`src/rtl/gate_delay_pkg.sv`:
```
// Shared types and default constants for the gate delay meter.
package gate_delay_pkg;

  typedef enum logic [1:0] {
    ST_IDLE    = 2'd0,
    ST_MEASURE = 2'd1,
    ST_REPORT  = 2'd2
  } state_e;

  localparam int CNT_W_DEF         = 8;
  localparam int STABLE_CYCLES_DEF = 4;
  localparam int TIMEOUT_DEF       = 200;

endpackage

```
`src/rtl/gate_delay_meter.sv`:
```
// Measures settling delay, edge count and no-response of one network output
// after a start pulse.
//   state   | meaning
//   IDLE    | waiting for start, results held
//   MEASURE | counting elapsed cycles, edges and quiet cycles
//   REPORT  | done pulse, then back to IDLE
module gate_delay_meter
  import gate_delay_pkg::*;
#(
  parameter int CNT_W         = CNT_W_DEF,
  parameter int STABLE_CYCLES = STABLE_CYCLES_DEF,
  parameter int TIMEOUT       = TIMEOUT_DEF
) (
  input  logic             clk,
  input  logic             rst_n,
  input  logic             start,
  input  logic             sig_in,
  output logic             busy,
  output logic             done,
  output logic [CNT_W-1:0] delay_cyc,
  output logic [CNT_W-1:0] edge_cnt,
  output logic             glitch,
  output logic             no_change
);

  localparam logic [CNT_W-1:0] CNT_MAX   = '1;
  localparam logic [CNT_W-1:0] CNT_ONE   = CNT_W'(1);
  localparam logic [CNT_W-1:0] STABLE_C  = CNT_W'(STABLE_CYCLES);
  localparam logic [CNT_W-1:0] TIMEOUT_C = CNT_W'(TIMEOUT);

  state_e           state_q, state_d;
  logic             prev_q, prev_d;
  logic [CNT_W-1:0] elapsed_q, elapsed_d;
  logic [CNT_W-1:0] quiet_q, quiet_d;
  logic [CNT_W-1:0] edge_cnt_q, edge_cnt_d;
  logic [CNT_W-1:0] delay_q, delay_d;
  logic             glitch_q, glitch_d;
  logic             no_change_q, no_change_d;
  logic             busy_q, busy_d;
  logic             done_q, done_d;

  always_comb begin
    state_d     = state_q;
    prev_d      = prev_q;
    elapsed_d   = elapsed_q;
    quiet_d     = quiet_q;
    edge_cnt_d  = edge_cnt_q;
    delay_d     = delay_q;
    glitch_d    = glitch_q;
    no_change_d = no_change_q;

    case (state_q)
      ST_IDLE, ST_MEASURE: begin
        if (start) begin
          // A start while measuring restarts from the current sig_in.
          state_d     = ST_MEASURE;
          prev_d      = sig_in;
          elapsed_d   = '0;
          quiet_d     = '0;
          edge_cnt_d  = '0;
          delay_d     = '0;
          glitch_d    = 1'b0;
          no_change_d = 1'b0;
        end else if (state_q == ST_MEASURE) begin
          elapsed_d = (elapsed_q == CNT_MAX) ? elapsed_q : elapsed_q + CNT_ONE;
          if (sig_in != prev_q) begin
            edge_cnt_d = (edge_cnt_q == CNT_MAX) ? edge_cnt_q : edge_cnt_q + CNT_ONE;
            delay_d    = elapsed_d;
            quiet_d    = '0;
            prev_d     = sig_in;
          end else begin
            quiet_d = (quiet_q == CNT_MAX) ? quiet_q : quiet_q + CNT_ONE;
          end
          glitch_d = (edge_cnt_d > CNT_ONE);
          if ((edge_cnt_d != '0) && (quiet_d == STABLE_C)) begin
            state_d = ST_REPORT;
          end else if ((edge_cnt_d == '0) && (elapsed_d == TIMEOUT_C)) begin
            state_d     = ST_REPORT;
            no_change_d = 1'b1;
          end
        end
      end
      ST_REPORT: state_d = ST_IDLE;
      default:   state_d = ST_IDLE;
    endcase

    busy_d = (state_d == ST_MEASURE);
    done_d = (state_q == ST_MEASURE) && (state_d == ST_REPORT);
  end

  always_ff @(posedge clk) begin
    if (!rst_n) begin
      state_q     <= ST_IDLE;
      prev_q      <= 1'b0;
      elapsed_q   <= '0;
      quiet_q     <= '0;
      edge_cnt_q  <= '0;
      delay_q     <= '0;
      glitch_q    <= 1'b0;
      no_change_q <= 1'b0;
      busy_q      <= 1'b0;
      done_q      <= 1'b0;
    end else begin
      state_q     <= state_d;
      prev_q      <= prev_d;
      elapsed_q   <= elapsed_d;
      quiet_q     <= quiet_d;
      edge_cnt_q  <= edge_cnt_d;
      delay_q     <= delay_d;
      glitch_q    <= glitch_d;
      no_change_q <= no_change_d;
      busy_q      <= busy_d;
      done_q      <= done_d;
    end
  end

  assign busy      = busy_q;
  assign done      = done_q;
  assign delay_cyc = delay_q;
  assign edge_cnt  = edge_cnt_q;
  assign glitch    = glitch_q;
  assign no_change = no_change_q;

endmodule

```
`config.mk`:
```
export PLATFORM = sky130hd
export DESIGN_NAME = gate_delay_meter
export DESIGN_NICKNAME = d
export VERILOG_FILES = /design/src/rtl/gate_delay_pkg.sv /design/src/rtl/gate_delay_meter.sv
export SDC_FILE = /design/constraint.sdc
export NUM_CORES = 1
export LEC_CHECK = 0
export BUFFER_PORTS_ARGS = -buffer_cell sky130_fd_sc_hd__buf_2
export CORE_MARGIN = 4
export CORE_UTILIZATION = 40
export CTS_CLUSTER_DIAMETER = 40
export DETAILED_ROUTE_END_ITERATION = 7
export GPL_TIMING_DRIVEN = 0
export SYNTH_ARGS = -nofsm -noshare
export SYNTH_HDL_FRONTEND = slang
export SYNTH_SLANG_ARGS = --single-unit
```
`constraint.sdc`:
```
create_clock -name clk -period 4.95 [get_ports clk]
set_input_delay 0.99 -clock clk [delete_from_list [all_inputs] [get_ports clk]]
set_output_delay 0.99 -clock clk [all_outputs]
set_load 0.02 [all_outputs]
```
# ---- Word-level counts from Yosys, hierarchy flattened
# Cells that the tools add are included.
dict set report word_totals {
  regBits 39
  output_inout_bits 20
  word_cells 71
}
dict set report classes {
  n_addsub 3
  magnitude_cmp 1
  n_eq_ne 10
  n_mux 34
  reduce_logical 13
}
# cell n
set op_table {}
lappend op_table {{$mux W8} 20}
lappend op_table {{$eq A8 B8 Y1 const B} 4}
lappend op_table {{$add A8 B1 Y8 const B} 3}
lappend op_table {{$mux W2} 5}
lappend op_table {{$mux W1} 9}
lappend op_table {{$eq A8 B3 Y1 const B} 1}
lappend op_table {{$gt A8 B1 Y1 const B} 1}
lappend op_table {{$logic_not A8 Y1} 1}
lappend op_table {{$reduce_bool A8 Y1} 1}
lappend op_table {{$reduce_bool A2 Y1} 3}
lappend op_table {{$eq A2 B1 Y1 const B} 2}
lappend op_table {{$reduce_and A4 Y1} 1}
lappend op_table {{$logic_and A1 B1 Y1} 3}
lappend op_table {{$reduce_and A3 Y1} 1}
lappend op_table {{$eq A2 B2 Y1 const B} 1}
lappend op_table {{$logic_not A2 Y1} 1}
lappend op_table {{$ne A2 B2 Y1 const B} 1}
lappend op_table {{$reduce_and A2 Y1} 1}
lappend op_table {{$reduce_or A2 Y1} 1}
lappend op_table {{$ne A1 B1 Y1} 1}

# ---- Depth between registers and ports, before layout
dict set report logic_depth {
  ltp_word 15
  depth_mapped 8
}

# ---- Worst setup path after synthesis
# No wires, ideal clock.
dict set report synth_timing {
  kind {input port to flip-flop}
  startpoint {input port sig_in}
  endpoint {register done_q, in the netlist done}
  setup_time_ps 115
  t_arrival_ps 2507
  required_time_ps 4835
  slack_ps 2328
  cell_stages 6
  n_path_buf 0
  cell_sequence {xor2_2 > nand4_1 > mux2_4 > nor4_4 > mux2_4 > and2_1}
}
dict set report synth_between {
  elab_chain_cells 14
  word_cells_on_any_way 21
  classes_between {eq/ne: 3; mux: 13; reduce/logical: 5}
}
# element line_no
set synth_lines {}
lappend synth_lines {{from (decl)} gate_delay_meter.sv:17} ;# input logic sig_in,
lappend synth_lines {{$ne A1 B1 Y1 (*)} gate_delay_meter.sv:66} ;# if (sig_in != prev_q) begin
lappend synth_lines {{$mux W8} gate_delay_meter.sv:66}
lappend synth_lines {{$mux W8} gate_delay_meter.sv:64} ;# end else if (state_q == ST_MEASURE) begin
lappend synth_lines {{$mux W8} gate_delay_meter.sv:54} ;# if (start) begin
lappend synth_lines {{$mux W8} gate_delay_meter.sv:52} ;# case (state_q)
lappend synth_lines {{$logic_not A8 Y1} gate_delay_meter.sv:77} ;# end else if ((edge_cnt_d == '0) && (elapsed_d == TIMEOUT_C)) begin
lappend synth_lines {{$logic_and A1 B1 Y1} gate_delay_meter.sv:77}
lappend synth_lines {{$mux W2} gate_delay_meter.sv:77}
lappend synth_lines {{$mux W2 (*)} gate_delay_meter.sv:75} ;# if ((edge_cnt_d != '0) && (quiet_d == STABLE_C)) begin
lappend synth_lines {{$mux W2 (*)} gate_delay_meter.sv:64}
lappend synth_lines {{$mux W2 (*)} gate_delay_meter.sv:54}
lappend synth_lines {{$mux W2 (*)} gate_delay_meter.sv:52}
lappend synth_lines {{$eq A2 B2 Y1 (*)} gate_delay_meter.sv:88} ;# done_d = (state_q == ST_MEASURE) && (state_d == ST_REPORT);
lappend synth_lines {{$logic_and A1 B1 Y1 (*)} gate_delay_meter.sv:88}
lappend synth_lines {{to (signal assigned)} gate_delay_meter.sv:113} ;# done_q <= done_d;
lappend synth_lines {{to (decl)} gate_delay_meter.sv:40} ;# logic done_q, done_d;
# Mark *: on every way between the ends. The rest lies on a longest branch, timed or not. The select of a mux whose other input is x is not followed.
# A chain may end at the register's enable or synchronous reset.

# ---- Worst setup path in the final report
# Same ends and word-level chain as after synthesis.

==> impl_metrics.py <==
metrics = {
    "outcome": {
        "status": "complete, no violations",
    },
    "sta": {
        "max-slew-margin-rel_pct": 51.31,
        "setup-tns-final_ps": 0,
        "post-route-min-period_ps": 2796,
        "final_max_slew_viol_count": 0,
        "finalSetupViolations": 0,
        "tightestPinTransition_ps": 725.1,
        "fin_ws_ps": 2154,
        "hold_viol": 0,
        "fin_skew_ps": 7.759,
        "rsz0062_at_grt": "false",
        "fin_crit_sh_pct": 56.48,
        "fmax_ghz": 0.3577,
    },
    "critical_path": {
        "critPathMaxStageDelay_ps": 590,
        "rr_worst_depth": 7,
        "crit_fanout": 7,
        "cp.required_ps": 5190,
        "cp_num_buf_inv": 1,
        "critical-path-top-delay-family": "simple AND/OR/NAND/NOR gates",
        "reg2reg_from": "edge_cnt[0]",
        "crit_type": "input pin to flop",
        "path_cells": "buf_2, xnor2_1, nand2_2, or4_1, a311oi_2, mux2_4, and2_1",
        "regToRegEndpoint": "done",
        "end_kind": "flop",
        "reg2reg_slack_ps": 2510,
        "setup.worst_path.start_class": "input pin",
        "cp_slowest_cell": "or4_1",
        "cp.arrival_ps": 3030,
    },
    "clocking": {
        "postCtsHoldBufs": 0,
        "cts_tree": "built",
        "cts_setup_buffers": 0,
        "cts_num_sinks": 39,
        "clockBufferDepth": 2,
        "clk_latency_ps": 290,
        "cts_resized": 0,
        "cts_made_buffers": 5,
        "clock_tree.root_cell": "clkbuf_8",
        "clk_pin_slew_worst_paths_ps": 80,
        "cts_max_level": 2,
    },
    "logic_synthesis": {
        "syn_area_per_cell_um2": 8.391,
        "synth-seq-cells": 39,
        "yosys-top-cells-count": "dfxtp_1 (39), nand2_1 (24), a21oi_1 (18)",
        "synth_edf_count": 0,
        "synth.most_common_cell": "dfxtp_1",
        "yosysWarnings": 0,
        "syn_inst": 269,
        "synth_nets": 276,
        "ys_top_cells_by_area": "dfxtp_1 (35%), nor2b_1 (4.2%), a21oi_1 (4.0%)",
        "async_flop_share_pct": 0,
        "synth_top_area_cell": "dfxtp_1",
        "synth_top_area_share_pct": 34.59,
        "synth_ff_type": "dfxtp_1",
        "netlist-cell-type-count": 58,
        "synth_area_mm2": 0.002257,
        "ys_seq_area_share_pct": 34.59,
    },
    "routing": {
        "viasPerCell": 5.814,
        "wl_per_cell_um": 15.63,
        "route.detailed.drc": 0,
        "final_antenna_net_count": 0,
        "routed_wl_um": 5798,
        "drt_iter0_drc": 165,
        "vias": 2157,
        "dr.pass1.iters": 4,
    },
    "floorplan": {
        "floorplan.initialDensity_pct": 40.99,
        "die_x_um": 83.12,
        "row_count": 27,
        "dieArea_mm2": 0.006909,
        "die_y_um": 83.12,
        "io_pins": 24,
        "core_area_mm2": 0.005507,
    },
    "final_layout": {
        "num_antenna_cells": 0,
        "final_nets": 305,
        "syn2layout_area_growth_pct": 12.58,
        "drive_gt1_share_pct": 16.72,
    },
    "hold_path": {
        "holdPathStages": 2,
        "hold_path_class": "flop to flop",
        "min_to": "delay_cyc[2]",
        "min_from": "delay_cyc[2]",
    },
    "global_routing": {
        "grtUsageTotal_pct": 16.97,
        "grt_pass1_wl_um": 9715,
        "gr-total-overflow": 0,
        "antenna_found_initial": 0,
        "grt_pass1_vias": 1995,
        "grt_max_degree": 13,
    },
    "pwr": {
        "cellLeakagePower_uw": 0.0009134,
        "powerDensity_mw_per_mm2": 232.7,
        "peakVddDrop_mv": 0.1017,
    },
    "flow_run": {
        "maxCapViolations": 0,
    },
    "placement": {
        "portBuffers": 22,
        "hpwl_um": 4060,
        "post-place-ws_ps": 1905,
        "gp_congestion": 0.8720,
    },
}
[layer usage]
| metal | track usage, % | up-vias | wire (um) |
|---|---|---|---|
| li1 | - | 1063 | - |
| met1 | 23.97 | 1021 | 2825 |
| met2 | 25.36 | 65 | 2591 |
| met3 | 3.671 | 8 | 302 |
| met4 | 5.944 | 0 | 79 |
| met5 | 0 | - | 0 |
[final cells by class]
cell class / count / area [um2]
Clock buffer: 5 / 68.82
Multi-Input combinational cell: 208 / 1366
Fill cell: 546 / 2965
Inverter: 5 / 18.77
Timing Repair Buffer: 22 / 110.1
Clock inverter: 3 / 15.01
Buffer: 17 / 91.34
Sequential cell: 39 / 780.7
Tap cell: 72 / 90.09
[metrics by stage]
stage	util, %	power (uW)	instance area, um2	hold slack (ps)	std cells
final	46.15	591.3	2541	461.8	371
after global routing	46.15	617.0	2541	490.8	371
after CTS	46.15	600.8	2541	465.4	371
after detailed placement	44.63	385.8	2457	453.8	363
after global placement	44.63	385.2	2457	448.0	363
after floorplan	-	367.4	2257	503.2	269
[flip-flops by register name, summed over array words and instances, names as in the netlist]
name,cells
delay_cyc,8
edge_cnt,8
elapsed_q,8
quiet_q,8
state_q,2
busy,1
done,1
glitch,1
no_change,1
prev_q,1
[power by group]
group          total, uW  internal [uW]  switching [uW]
sequential           320            317            3.71
combinational       58.1           19.6            38.5
clock                213           96.6             116
total                591            433             159
[placed cells by master, fill, tap and decap left out, types with 5 or more instances in the layout]
cell type	count
and2_1	6
nand3_1	15
a21oi_1	18
nand2_1	24
o211ai_1	5
o21ai_0	11
a22oi_1	11
clkbuf_1	12
a21boi_0	5
nor3b_1	6
inv_1	5
buf_2	23
clkbuf_8	5
dfxtp_1	39
a31oi_1	7
nor2_1	13
nand4_1	5
nor2b_1	15
[worst max-delay path by stage]
stage            from    endpoint  slack [ps]  cells past startpoint
4_1_cts        sig_in        done        2210                      7
3_5_place_dp   sig_in        done        1900                      7
2_1_floorplan  sig_in        done        2330                      6
5_1_grt         start  state_q[1]        2040                      7
6_report       sig_in        done        2150                      7
3_3_place_gp    start        done        1920                      7
[cells by family after synthesis]
| family | share of synthesized area [%] |
|---|---|
| xor gates and xnor gates | 2.661 |
| buffers and inverters | 4.878 |
| adders and majority gates | 1.663 |
| and+or+nand+nor | 28.38 |
| DFF | 34.59 |
| muxes | 2.273 |
| AOI/OAI and AO/OA | 25.56 |
[worst register-to-register path: stages (launching register included)]
cell     delay [ps]
dfxtp_1         490
ha_1            350
nand4_1         190
o21a_1          290
xor2_1          180
nor4_4          320
mux2_4          350
and2_1          160
No activity file was read; power rests on OpenSTA's default activity.
